**config.mk**
```make
export PLATFORM = sky130hd
export DESIGN_NAME = dispatch_ctrl
export DESIGN_NICKNAME = d
export VERILOG_FILES = /design/src/rtl/dispatch_ctrl.sv
export SDC_FILE = /design/constraint.sdc
export NUM_CORES = 1
export LEC_CHECK = 0
export ABC_AREA = 0
export CAP_MARGIN = 20
export CORE_MARGIN = 5
export CORE_UTILIZATION = 51
export CTS_CLUSTER_DIAMETER = 60
export DETAILED_ROUTE_END_ITERATION = 7
export PLACE_DENSITY_LB_ADDON = 0.25
export SYNTH_ARGS = -nofsm -noshare
export SYNTH_HDL_FRONTEND = slang
export SYNTH_SLANG_ARGS = --single-unit
```
**constraint.sdc**
```tcl
create_clock -name clk -period 8.2 [get_ports clk]
set_input_delay 1.23 -clock clk [delete_from_list [all_inputs] [get_ports clk]]
set_output_delay 1.23 -clock clk [all_outputs]
set_load 0.01 [all_outputs]
```
**src/rtl/dispatch_ctrl.sv**
```systemverilog
// Dual-issue dispatch controller: pops 0..2 contiguous entries from the decode queue head.
// Latency: issue_valid/dequeue_en are combinational from the queue head; scoreboard, FSM and counters update on clk.
// Backpressure: ex_stall suppresses issue and freezes the load-use countdown; flush kills the cycle's issue.
//
// Ports:
//   clk, rst (sync, active-low)  flush, ex_stall, pipe_empty  control inputs
//   q_*                          per-slot decode info, slot0 is the older entry
//   issue_valid, dequeue_en      identical contiguous issue/pop masks
//   dual_cnt, stall_cnt          free-running performance counters
module dispatch_ctrl #(
  parameter int unsigned LU_DELAY = 1
) (
  input  logic            clk,
  input  logic            rst,
  input  logic            flush,
  input  logic [1:0]      q_valid,
  input  logic [1:0]      q_reg1_ren,
  input  logic [1:0]      q_reg2_ren,
  input  logic [1:0][4:0] q_reg1_addr,
  input  logic [1:0][4:0] q_reg2_addr,
  input  logic [1:0]      q_wen,
  input  logic [1:0][4:0] q_waddr,
  input  logic [1:0]      q_is_load,
  input  logic [1:0]      q_is_mem,
  input  logic [1:0]      q_is_privilege,
  input  logic [1:0]      q_is_exception,
  input  logic            ex_stall,
  input  logic            pipe_empty,
  output logic [1:0]      dequeue_en,
  output logic [1:0]      issue_valid,
  output logic [31:0]     dual_cnt,
  output logic [31:0]     stall_cnt
);

  localparam int CW = (LU_DELAY < 1) ? 1 : $clog2(LU_DELAY + 1);

  typedef enum logic [1:0] {
    S_RUN   = 2'd0,
    S_DRAIN = 2'd1,
    S_HOLD  = 2'd2
  } state_t;

  state_t          r_state;
  state_t          w_next;
  logic [4:0]      r_lu_addr;
  logic [CW-1:0]   r_lu_cnt;
  logic [31:0]     r_dual_cnt;
  logic [31:0]     r_stall_cnt;

  logic            w_lu_busy;
  logic [1:0]      w_haz;
  logic            w_raw;
  logic            w_head_ok;
  logic            w_pair_ok;
  logic [1:0]      w_issue;
  logic [1:0]      w_ld_hit;
  logic            w_unused;

  // Only the older slot's exception flag matters: a younger excepting
  // instruction is simply issued and handled downstream.
  assign w_unused  = q_is_exception[1];

  assign w_lu_busy = (r_lu_cnt != '0);

  // Load-use hazard per slot: an enabled, non-r0 source matching the pending load.
  always_comb begin
    w_haz = '0;
    for (int k = 0; k < 2; k++) begin
      w_haz[k] = w_lu_busy &
                 ((q_reg1_ren[k] && (q_reg1_addr[k] != 5'd0) && (q_reg1_addr[k] == r_lu_addr)) ||
                  (q_reg2_ren[k] && (q_reg2_addr[k] != 5'd0) && (q_reg2_addr[k] == r_lu_addr)));
    end
  end

  // Slot1 reading what slot0 writes in the same cycle cannot be paired.
  assign w_raw = q_wen[0] && (q_waddr[0] != 5'd0) &&
                 ((q_reg1_ren[1] && (q_reg1_addr[1] == q_waddr[0])) ||
                  (q_reg2_ren[1] && (q_reg2_addr[1] == q_waddr[0])));

  assign w_head_ok = q_valid[0] && !ex_stall && !w_haz[0];

  assign w_pair_ok = q_valid[1] && !w_haz[1] && !q_is_privilege[1] &&
                     !q_is_exception[0] && !(q_is_mem[0] && q_is_mem[1]) && !w_raw;

  // State register.
  always_ff @(posedge clk) begin
    if (!rst) begin
      r_state <= S_RUN;
    end else begin
      r_state <= w_next;
    end
  end

  // Next-state logic. A privileged head must see an empty pipe to issue;
  // afterwards HOLD keeps younger work back until it has left the pipe.
  always_comb begin
    w_next = r_state;
    if (flush) begin
      w_next = S_RUN;
    end else begin
      case (r_state)
        S_RUN: begin
          if (q_valid[0] && q_is_privilege[0]) begin
            w_next = (w_head_ok && pipe_empty) ? S_HOLD : S_DRAIN;
          end
        end
        S_DRAIN: begin
          if (w_head_ok && pipe_empty) begin
            w_next = S_HOLD;
          end
        end
        S_HOLD: begin
          if (pipe_empty) begin
            w_next = S_RUN;
          end
        end
        default: w_next = S_RUN;
      endcase
    end
  end

  // Output logic. Slot1 can only be set when slot0 is, so the mask is contiguous.
  always_comb begin
    w_issue = 2'b00;
    if (rst && !flush) begin
      case (r_state)
        S_RUN: begin
          if (w_head_ok) begin
            if (q_is_privilege[0]) begin
              w_issue[0] = pipe_empty;
            end else begin
              w_issue[0] = 1'b1;
              w_issue[1] = w_pair_ok;
            end
          end
        end
        S_DRAIN: begin
          if (w_head_ok && pipe_empty) begin
            w_issue = 2'b01;
          end
        end
        default: w_issue = 2'b00;
      endcase
    end
  end

  assign issue_valid = w_issue;
  assign dequeue_en  = w_issue;

  always_comb begin
    w_ld_hit = '0;
    for (int k = 0; k < 2; k++) begin
      w_ld_hit[k] = w_issue[k] && q_is_load[k] && q_wen[k] && (q_waddr[k] != 5'd0);
    end
  end

  // Single-entry load scoreboard; the newest load replaces any older one.
  always_ff @(posedge clk) begin
    if (!rst) begin
      r_lu_addr <= 5'd0;
      r_lu_cnt  <= '0;
    end else if (flush) begin
      r_lu_cnt  <= '0;
    end else if (w_ld_hit[1]) begin
      r_lu_addr <= q_waddr[1];
      r_lu_cnt  <= CW'(LU_DELAY);
    end else if (w_ld_hit[0]) begin
      r_lu_addr <= q_waddr[0];
      r_lu_cnt  <= CW'(LU_DELAY);
    end else if (w_lu_busy && !ex_stall) begin
      r_lu_cnt  <= r_lu_cnt - CW'(1);
    end
  end

  // Performance counters: wrap naturally, untouched by flush.
  always_ff @(posedge clk) begin
    if (!rst) begin
      r_dual_cnt  <= 32'd0;
      r_stall_cnt <= 32'd0;
    end else begin
      if (w_issue == 2'b11) begin
        r_dual_cnt <= r_dual_cnt + 32'd1;
      end
      if (q_valid[0] && !w_issue[0]) begin
        r_stall_cnt <= r_stall_cnt + 32'd1;
      end
    end
  end

  assign dual_cnt  = r_dual_cnt;
  assign stall_cnt = r_stall_cnt;

endmodule
```
==> flow_summary.ini <==
[logic_synthesis]
synth_area_per_cell_sq_um = 8.15
synth_flop_cell = dfxtp_1
synthesis.nets = 537
syn_area_sq_um = 3950
yosysSeqAreaShare = 0.365
synth_seq_cells = 72
synthCells = 484
synth_async_sr_flop_share = 0
synth_most_common_cell = dfxtp_1
yosysTopAreaCellShare = 0.365
yosysWarnings = 0
synth.area.top_cells = dfxtp_1, xnor2_1, a21oi_1
synth_edf_count = 0
synth.distinct_cells = 43
ys_top_cells_by_count = dfxtp_1, a21oi_1, nor2_1, xnor2_1, clkbuf_1
synth_top_area_cell = dfxtp_1

[placed_design]
dp_hpwl_mm = 7.68
gp_congestion = 0.901
portBuffers = 117
place_ws_ps = 2930

[cts]
cts_buffers = 9
clock_latency_ps = 340
ctsResizeCount = 0
hold_buffers = 0
h-tree-depth = 3
postCtsSetupBuffers = 0
root_buffer = clkbuf_8
cts_tree = yes
cts.clk_slew.worst_paths_ps = 70
cts.path.max_buffers = 2
cts_sinks = 72

[die]
dieArea_sq_um = 9590
die_w_um = 98.0
placementRows = 32
core_sq_um = 7650
num_io_pins = 119
initial_core_util = 0.516
die_y_um = 98.0

[worst_setup_path]
crit_required_ps = 6970
rr_endpoint = dual_cnt[13]
regToRegStartpoint = r_lu_addr[0]
ff2ff_path_depth = 8
cp.arrival_ps = 4030
endpoint = dequeue_en[1]
cp-startpoint = rst
ff2ff_setup_slack_ps = 5230
crit_fanout = 69
start_kind = primary input
crit_top_cell = clkdlybuf4s50_1
cp_slowest_stage_delay_ps = 810
cpMaxStageDelayCell = clkdlybuf4s50_1
critical_path_class = primary input to output pin
end_kind = output pin
critical_path.cell_chain = clkdlybuf4s50_1 > nor3b_1 > nand4_1 > a2111o_2 > buf_4 > inv_1 > clkdlybuf4s50_1

[final_layout]
utilization = 0.702
final.fill_count = 635
n_antenna_cell = 0
fin_nets = 632
final_layout_size_suffix_gt1_frac = 0.0377
area_growth_pct = 36.0

[sta]
worst_pin_slew_ps = 1010
fmax_ghz = 0.190
clock_skew_ps = 10.8
final-setup-viol-count = 0
maxSlewViolCount = 0
fin_crit_sh = 0.642
setup_slack_ps = 2940
fin_tns_setup_ps = 0
hold_viol = 0
rsz0062_at_grt = false
slew_headroom = 0.327
fin_crit_ps = 5260

[power_and_ir_drop]
finalPower_w = 0.000749
power_density_nw_per_um2 = 140
ir_drop_uv = 101
leakage_nw = 1.69

[global_route]
grt_pass1_wl_mm = 17.8
grt_overflow = 0
grt_pass1_vias = 3788
antenna_found_initial = 0
grt_max_degree = 70
grtUsageTotal = 0.218

[routing]
vias = 3984
drtPass1Iterations = 5
wl_mm = 10.9
via_per_inst = 5.81
routedWlPerCell_um = 15.9
drtAntennaViolNets = 0
drc = 0
drt-initial-drc-count = 233

[outcome]
status = finished, final reports clean

[run]
cap_violations = 0

[hold_path]
min_path_type = register to register
-- worst min path at each step --
stage / from / end / slack [ps] / depth (start not counted)
2_1_floorplan: r_state[1] / r_state[0] / 420 / 1
3_3_place_gp: r_state[1] / r_state[0] / 440 / 1
3_5_place_dp: r_state[1] / r_state[0] / 460 / 1
4_1_cts: r_state[1] / r_state[0] / 460 / 1
5_1_grt: r_state[1] / r_state[0] / 490 / 1
6_report: r_state[1] / r_state[0] / 470 / 1
-- registers in the layout, summed over array words and instances, names as in the netlist --
signal	count
dual_cnt	32
r_lu_addr	5
r_lu_cnt	1
r_state	2
stall_cnt	32
-- metrics by stage --
step | instances | area [sq um] | hold WS [ps]
after floorplan | 484 | 3950 | 423
after global placement | 669 | 5100 | 444
after detailed placement | 669 | 5100 | 456
after CTS | 685 | 5340 | 461
after global routing | 686 | 5370 | 492
final | 686 | 5370 | 471
-- where the power goes --
group	internal, W	leakage [nW]	switching, W
Clock	0.000201	0.116	0.000135
Sequential	0.000351	0.580	0.00000184
Combinational	0.0000338	0.992	0.0000257
-- critical path: cells and delay by family --
family	cells	cell delay, ps
buffers and inverters	4	1790
AND/OR/NAND/NOR	2	520
AO/OA/AOI/OAI	1	460
-- per-layer routing --
layer / global-route usage / vias to the layer above / wire length [um] / part of all wire
met5: 0 / - / 0 / 0
met4: 0.0852 / 0 / 185 / 0.017
met3: 0.0557 / 19 / 715 / 0.065
met2: 0.355 / 145 / 5170 / 0.47
met1: 0.277 / 1860 / 4850 / 0.44
li1: - / 1960 / - / -
-- placed cells by master, fill, tap and decap left out, drive strengths merged, types with 18 or more instances in the layout --
cell type and n:
clkdlybuf4s50 117, dfxtp 72, nor2 38, a21oi 38, xnor2 35, nand2 25
nand3 24, or3 23, xor2 20, o21ai 18
-- cell type report --
class / instances / area, sq um / share of cell area
clock buffers: 10 / 128 / 0.0238
inverters: 10 / 37.5 / 0.00700
clock inverters: 6 / 108 / 0.0201
repair buffers: 119 / 1210 / 0.225
well taps: 102 / 128 / 0.0238
flip-flops and latches: 72 / 1440 / 0.269
multi-input cells: 367 / 2320 / 0.432
-- cells by family (layout without fill, tap and decap cells) --
logic type | after synthesis | after routing | share of synthesized area
muxes | 8 | 8 | 0.0203
AOI/OAI and AO/OA | 89 | 89 | 0.138
xor gates and xnor gates | 55 | 55 | 0.122
and+or+nand+nor | 213 | 213 | 0.301
adders and majority gates | 2 | 2 | 0.00634
buffers and inverters | 45 | 145 | 0.0476
DFF | 72 | 72 | 0.365
(Power assumes the default switching activity.)
